<file path="src/rtl/fp_norm_round.sv">
// Normalise / round-to-nearest-even / pack stage behind the FP multiplier.
// Three register stages (LZC, shift, round+pack) share one advance enable.
module fp_norm_round #(
  parameter int MW   = 28,
  parameter int EW   = 8,
  parameter int FW   = 23,
  parameter int BIAS = 127
) (
  input  logic                clk,
  input  logic                rst_n,
  input  logic                in_valid,
  output logic                in_ready,
  input  logic                sign,
  input  logic [EW-1:0]       exp,
  input  logic [MW-1:0]       mantis,
  output logic                out_valid,
  input  logic                out_ready,
  output logic [1+EW+FW-1:0]  result,
  output logic                overflow,
  output logic                underflow
);

  localparam int LW = $clog2(MW + 1);
  localparam int XW = EW + 2;
  localparam int RW = 1 + EW + FW;
  localparam int GB = MW - 2 - FW;
  localparam logic signed [XW-1:0] EXP_INF = XW'(2 * BIAS + 1);

  logic en;

  logic          s1_vld_q;
  logic          s1_sign_q;
  logic [EW-1:0] s1_exp_q;
  logic [MW-1:0] s1_mant_q;
  logic [LW-1:0] s1_lzc_q;
  logic          s1_inf_q;
  logic [LW-1:0] lzc_d;

  logic                 s2_vld_q;
  logic                 s2_sign_q;
  logic [MW-2:0]        s2_mn_q;
  logic signed [XW-1:0] s2_eadj_q;
  logic                 s2_zero_q;
  logic                 s2_inf_q;
  logic [MW-1:0]        mn_d;
  logic signed [XW-1:0] eadj_d;

  logic [FW-1:0]        frac;
  logic                 guard_bit;
  logic                 sticky_bit;
  logic                 rnd_up;
  logic [FW:0]          frac_r;
  logic signed [XW-1:0] e_fin;
  logic [RW-1:0]        res_d;
  logic                 ovf_d;
  logic                 unf_d;

  logic          out_valid_q;
  logic [RW-1:0] result_q;
  logic          ovf_q;
  logic          unf_q;

  // Whole pipe moves together; a stalled output freezes every stage, bubbles included.
  assign en       = ~out_valid_q | out_ready;
  assign in_ready = en;

  // NOTE: the default before the loop makes every path assign lzc_d, so no latch is inferred.
  always_comb begin
    lzc_d = LW'(MW);
    for (int i = 0; i < MW; i++) begin
      if (mantis[i]) lzc_d = LW'(MW - 1 - i);
    end
  end

  // NOTE: state uses non-blocking assignments so every stage samples pre-edge values.
  // Data registers are reset as well, so result reads 0 straight out of reset.
  always_ff @(posedge clk or negedge rst_n) begin
    if (!rst_n) begin
      s1_vld_q  <= 1'b0;
      s1_sign_q <= 1'b0;
      s1_exp_q  <= '0;
      s1_mant_q <= '0;
      s1_lzc_q  <= '0;
      s1_inf_q  <= 1'b0;
    end else if (en) begin
      s1_vld_q <= in_valid;
      if (in_valid) begin
        s1_sign_q <= sign;
        s1_exp_q  <= exp;
        s1_mant_q <= mantis;
        s1_lzc_q  <= lzc_d;
        s1_inf_q  <= (&exp) & (|mantis);
      end
    end
  end

  // Normalised mantissa MSB is the hidden one; its absence means the input was zero.
  assign mn_d   = s1_mant_q << s1_lzc_q;
  assign eadj_d = signed'({2'b00, s1_exp_q}) - signed'({{(XW - LW){1'b0}}, s1_lzc_q});

  always_ff @(posedge clk or negedge rst_n) begin
    if (!rst_n) begin
      s2_vld_q  <= 1'b0;
      s2_sign_q <= 1'b0;
      s2_mn_q   <= '0;
      s2_eadj_q <= '0;
      s2_zero_q <= 1'b0;
      s2_inf_q  <= 1'b0;
    end else if (en) begin
      s2_vld_q <= s1_vld_q;
      if (s1_vld_q) begin
        s2_sign_q <= s1_sign_q;
        s2_mn_q   <= mn_d[MW-2:0];
        s2_eadj_q <= eadj_d;
        s2_zero_q <= ~mn_d[MW-1];
        s2_inf_q  <= s1_inf_q;
      end
    end
  end

  assign frac       = s2_mn_q[MW-2 -: FW];
  assign guard_bit  = s2_mn_q[GB];
  assign sticky_bit = |s2_mn_q[GB-1:0];
  assign rnd_up     = guard_bit & (sticky_bit | frac[0]);
  assign frac_r     = {1'b0, frac} + (FW + 1)'(rnd_up);
  assign e_fin      = s2_eadj_q + XW'(frac_r[FW]);

  // A carry out of the fraction leaves frac_r[FW-1:0] at zero, exactly as required.
  always_comb begin
    res_d = '0;
    ovf_d = 1'b0;
    unf_d = 1'b0;
    if (s2_zero_q) begin
      res_d = {s2_sign_q, {(RW - 1){1'b0}}};
    end else if (e_fin <= 0) begin
      res_d = {s2_sign_q, {(RW - 1){1'b0}}};
      unf_d = 1'b1;
    end else if (e_fin >= EXP_INF || s2_inf_q) begin
      res_d = {s2_sign_q, {EW{1'b1}}, {FW{1'b0}}};
      ovf_d = 1'b1;
    end else begin
      res_d = {s2_sign_q, e_fin[EW-1:0], frac_r[FW-1:0]};
    end
  end

  always_ff @(posedge clk or negedge rst_n) begin
    if (!rst_n) begin
      out_valid_q <= 1'b0;
      result_q    <= '0;
      ovf_q       <= 1'b0;
      unf_q       <= 1'b0;
    end else if (en) begin
      out_valid_q <= s2_vld_q;
      if (s2_vld_q) begin
        result_q <= res_d;
        ovf_q    <= ovf_d;
        unf_q    <= unf_d;
      end
    end
  end

  assign out_valid = out_valid_q;
  assign result    = result_q;
  assign overflow  = out_valid_q & ovf_q;
  assign underflow = out_valid_q & unf_q;

endmodule

</file>
<file path="config.mk">
export PLATFORM = sky130hd
export DESIGN_NAME = fp_norm_round
export DESIGN_NICKNAME = d
export VERILOG_FILES = /design/src/rtl/fp_norm_round.sv
export SDC_FILE = /design/constraint.sdc
export NUM_CORES = 1
export LEC_CHECK = 0
export BUFFER_PORTS_ARGS = -buffer_cell sky130_fd_sc_hd__buf_4
export CAP_MARGIN = 20
export CORE_UTILIZATION = 35
export DETAILED_ROUTE_END_ITERATION = 7
export SYNTH_ARGS = -nofsm -noshare
export SYNTH_HDL_FRONTEND = slang
export SYNTH_SLANG_ARGS = --single-unit
</file>
<file path="constraint.sdc">
create_clock -name clk -period 5.14 [get_ports clk]
set_input_delay 0.257 -clock clk [delete_from_list [all_inputs] [get_ports clk]]
set_output_delay 0.257 -clock clk [all_outputs]
set_load 0.02 [all_outputs]
</file>
# After elaboration in Yosys (flattened, before gate mapping)
# Index checks and enable logic that the tools add are counted.
[word_totals] register_bits=120 out_inout_bits=36 input_bits=41 word_cells=73
[classes] reduce_logical=7 muxes=36 order_cmp=2 add_sub_neg=3 bitwise_logic=8 n_shift=1
[ops] op="$mux 5" count=24
[ops] op="$mux 31" count=3
[ops] op="$reduce_or 28->1" count=1
[ops] op="$shl 28x5->28" count=1
[ops] op="$add 23x1->24" count=1
[ops] op="$mux 3" count=4
[ops] op="$add 10x1->10" count=1
[ops] op="$ge 10x9->1 const B" count=1
[ops] op="$le 10x1->1 const B" count=1
[ops] op="$sub 8x5->9" count=1
[ops] op="$reduce_and 8->1" count=1
[ops] op="$reduce_and 2->1" count=3
[ops] op="$mux 1" count=5
[ops] op="$and 1x1->1" count=4
[ops] op="$reduce_or 3->1" count=1
[ops] op="$not 1->1" count=2
[ops] op="$or 1x1->1" count=2
[ops] op="$logic_or 1x1->1" count=1

# Depth between registers and ports, before layout
[depth] ltp_word=28 depth_mapped=14 ltp_nobuf=12

# Worst setup path after synthesis
# No wires, ideal clock.
[synth_path] path_kind="register to register" start="reg s2_mn_q[4]" end="reg result_q[9] (netlist: result[9])" slack_ps=1962 t_required_ps=5066 setup_ps=74 stages_incl_launch_ff=14 synth_period_minus_slack_ps=3178 arrival_ps=3104 n_path_buf=2 cell_sequence="dfrtp_1 nand4_1 nor4_2 and3_1 and4_1 ha_1 ha_1 buf_2 a211oi_1 a41o_1 and2_1 or3_4 buf_6 o21ai_2"
[synth_via] elab_chain_len=9 word_cells_on_any_way=10 cone_classes="2 x add/sub; 2 x order compare; 3 x mux; 2 x bitwise; 1 x reduce/logical"
[synth_rtl] item="start: declaration" line_no="41" text="logic [MW-2:0] s2_mn_q;"
[synth_rtl] item="start signal: assignment" line_no="113" text="s2_mn_q <= mn_d[MW-2:0];"
[synth_rtl] item="$or 1x1->1" line_no="124" text="assign rnd_up = guard_bit & (sticky_bit | frac[0]);"
[synth_rtl] item="$and 1x1->1" line_no="124"
[synth_rtl] item="$add 23x1->24 *" line_no="125" text="assign frac_r = {1'b0, frac} + (FW + 1)'(rnd_up);"
[synth_rtl] item="$add 10x1->10" line_no="126" text="assign e_fin = s2_eadj_q + XW'(frac_r[FW]);"
[synth_rtl] item="$ge 10x9->1" line_no="138" text="end else if (e_fin >= EXP_INF || s2_inf_q) begin"
[synth_rtl] item="$logic_or 1x1->1" line_no="138"
[synth_rtl] item="$mux 31" line_no="138"
[synth_rtl] item="$mux 31 *" line_no="135" text="end else if (e_fin <= 0) begin"
[synth_rtl] item="$mux 31 *" line_no="133" text="if (s2_zero_q) begin"
[synth_rtl] item="end signal: assignment" line_no="155" text="result_q <= res_d;"
[synth_rtl] item="end: declaration" line_no="59" text="logic [RW-1:0] result_q;"
# Every way passes the cells marked *; elsewhere a longest branch is shown, timed or not.
# A chain may end at the register's enable or synchronous reset.

# Worst setup path after layout
[layout_path] start="reg s2_mn_q[6]" end="reg result_q[2] (netlist: result[2])"
[layout_via] elab_chain_len=7 word_cells_on_any_way=8 cone_classes="2 x add/sub; 2 x order compare; 3 x mux; 1 x reduce/logical"
[layout_rtl] item="$add 23x1->24 *" line_no="125"
[layout_rtl] item="$add 10x1->10" line_no="126"
[layout_rtl] item="$ge 10x9->1" line_no="138"
[layout_rtl] item="$logic_or 1x1->1" line_no="138"
[layout_rtl] item="$mux 31" line_no="138"
[layout_rtl] item="$mux 31 *" line_no="135"
[layout_rtl] item="$mux 31 *" line_no="133"
# Marks and branches as above.

==> flow_summary.toml <==
[power_and_ir_drop]
peakVddDrop_mv = 0.303
p_leak_uw = 0.00369
powerDensity_nw_per_um2 = 542
p_total_uw = 4560

[clock_tree]
root_buffer = "clkbuf_16"
cts_resized = 0
htree_levels = 4
numCtsBuffers = 17
cts_sinks = 119
postCtsSetupRepairBufs = 0
clk_latency_ps = 420
cts.clk_slew.worst_paths_ps = 60
clock_path_buffers = 2
cts_hold_buf = 0
cts_tree = "done"

[critical_path]
crit_chain = "nand4_1, nor4_2, and3_1, and4_1, ha_1, ha_1, nor4bb_1, nor3_1, nor4_1, and2_1, or3_4, o21ai_0"
start_kind = "register"
crit_type = "register to register"
cp_common_cell = "ha_1"
cp.arrival_ps = 4310
slowest_stage = "nor4_2"
crit_required_ps = 5430
cp-end-kind = "register"
critPathMaxFanout = 23
cpPeakStageDelay_ps = 530

[sta]
drv_slew = 0
fin_setup_tns_ps = 0
setup_viol = 0
hold_violations = 0
min_period_over_period = 0.782
fmaxAchievable_mhz = 249
finalCriticalPeriod_ps = 4020
rsz0062_at_grt = "no"
tightest_slew_ps = 1030
slew_headroom = 0.313
clock_skew_ps = 10.4

[yosys]
async_flop_share = 1.00
synth_edf_count = 0
yosysWarningCount = 0
yosys.area.top_type = "dfrtp_1"
synth_seq_cells = 119
seq_area_frac_synth = 0.426
syn_area_per_cell_sq_um = 9.67
synthesis.area_sq_um = 6980
netlist_top_cells_area = "dfrtp_1, mux2_2, nand2_1"
synth.distinct_cells = 63
synth_top_area_share = 0.426
synth_cells = 722
synth_flop_cell = "dfrtp_1"
syn_nets = 772

[finish]
fin_nets = 835
drive_above_1_share = 0.256
stdcell_area_sq_um = 8420
fill_cells = 1961
diodes = 0
area_delta_synth_final_pct = 20.5
layout.cells.most_common = "nand2_1"
final_cell_mix = "nand2_1, dfrtp_1, buf_4, o21ai_0, mux2_2"

[global_routing]
use_met3 = 0.0339
grt_remaining_overflow = 0
grt_busiest_layer = "met2"
grt_use_met2 = 0.259
grt_pass1_wl_um = 27500
met1_usage = 0.247
grt_pass1_vias = 5251
grtUsageTotal = 0.172
grt_max_degree = 78
antenna_found_initial = 0

[floorplan]
die_h_um = 143
rows = 51
core_sq_um = 19500
start_util = 0.358
ios = 77
die-area_sq_um = 20500
die_x_um = 143

[hold_path]
hold_class = "input port to register"

[drt]
vias_per_cell = 5.19
vias = 5522
postRouteAntennaNets = 0
drt_iter0_drc = 334
drt_wl_total_um = 16600
dr.pass1.iters = 4
drc = 0
post_drt_wl_per_cell_um = 15.6

[placed_design]
place_area_sq_um = 7750
portBuffers = 76
gp_congestion = 0.853
dp_hpwl_um = 12100

[flow_run]
maxCapViolCount = 0

[outcome]
status = "complete, no violations"
[cell families (layout without fill, tap and decap cells)]
group                      Yosys count  count (layout)  synth area share
AOI/OAI and AO/OA                  151             151             0.147
xor gates and xnor gates            29              29            0.0364
adders and majority gates            9               9            0.0172
buffers and inverters               60             136            0.0380
DFF                                119             119             0.426
muxes                               84              84             0.154
and+or+nand+nor                    270             270             0.181
[critical path, delay by kind of cell, from the launching register on]
family,cells,cell delay [ps]
flip-flops,1,400
AND/OR/NAND/NOR,9,2650
AO/OA/AOI/OAI,1,140
adder cells (fa/ha/maj),2,670
[metrics by stage]
| stage | utilization | hold WS, ps | instances | setup slack (ps) |
|---|---|---|---|---|
| final | 0.431 | 72.2 | 1063 | 1120 |
| after global routing | 0.431 | 62.5 | 1063 | 795 |
| after CTS | 0.429 | 38.2 | 1061 | 1110 |
| after detailed placement | 0.397 | 457 | 1029 | 1120 |
| after global placement | 0.397 | 453 | 1029 | 1260 |
| after floorplan | - | -38.6 | 722 | 1960 |
[final cells by class]
cell class | instances | area (sq um) | area share
flip-flops and latches | 119 | 2980 | 0.354
inverters | 18 | 67.6 | 0.00803
clock inverters | 10 | 143 | 0.0169
repair buffers | 86 | 668 | 0.0794
clock buffers | 22 | 484 | 0.0575
well taps | 265 | 332 | 0.0394
multi-input cells | 543 | 3740 | 0.445
[registers in the layout (all words and copies together) (netlist names)]
register / count
out_valid: 1
ovf_q: 1
result: 32
s1_exp_q: 8
s1_inf_q: 1
s1_lzc_q: 5
s1_mant_q: 28
s1_sign_q: 1
s1_vld_q: 1
s2_eadj_q: 9
s2_inf_q: 1
s2_mn_q: 27
s2_sign_q: 1
s2_vld_q: 1
s2_zero_q: 1
unf_q: 1
[layer usage]
metal | up-vias | wire length (um)
li1 | 2746 | -
met1 | 2624 | 8370
met2 | 137 | 7280
met3 | 15 | 726
met4 | 0 | 195
met5 | - | 0
[synth_stat cells, types with 6 or more instances]
master    instances
nand2_1         129
dfrtp_1         119
o21ai_0          47
mux2_2           45
nor2_1           39
clkbuf_1         25
mux2i_1          25
nand3_1          22
a21oi_1          20
o21ai_2          20
xor2_1           17
inv_1            16
mux4_2           14
nor3_1           14
xnor2_1          12
and3_1           11
nand4_1          10
nor4_1            9
a22o_1            8
and2_1            8
buf_2             8
ha_1              8
a22oi_1           7
and4_1            6
nor2b_1           6
o31ai_1           6
[path summary, 6_finish.rpt]
check                           start           end  slack, ps  depth (start not counted)
max                        s2_mn_q[6]     result[2]       1120                         12
min                              sign     s1_sign_q         70                          2
max reg2reg                s2_mn_q[6]     result[2]       1120                         12
min reg2reg                result[24]    result[24]        460                          2
max in group asynchronous       rst_n    result[31]       4160                          3
min in group asynchronous       rst_n  s1_mant_q[5]        220                          2
[where the power goes]
group	internal, uW	leakage [uW]	switching [uW]
sequential	1270	0.00149	371
clock	816	0.000307	439
combinational	765	0.00189	894
Power figures use the tool's default switching activity.
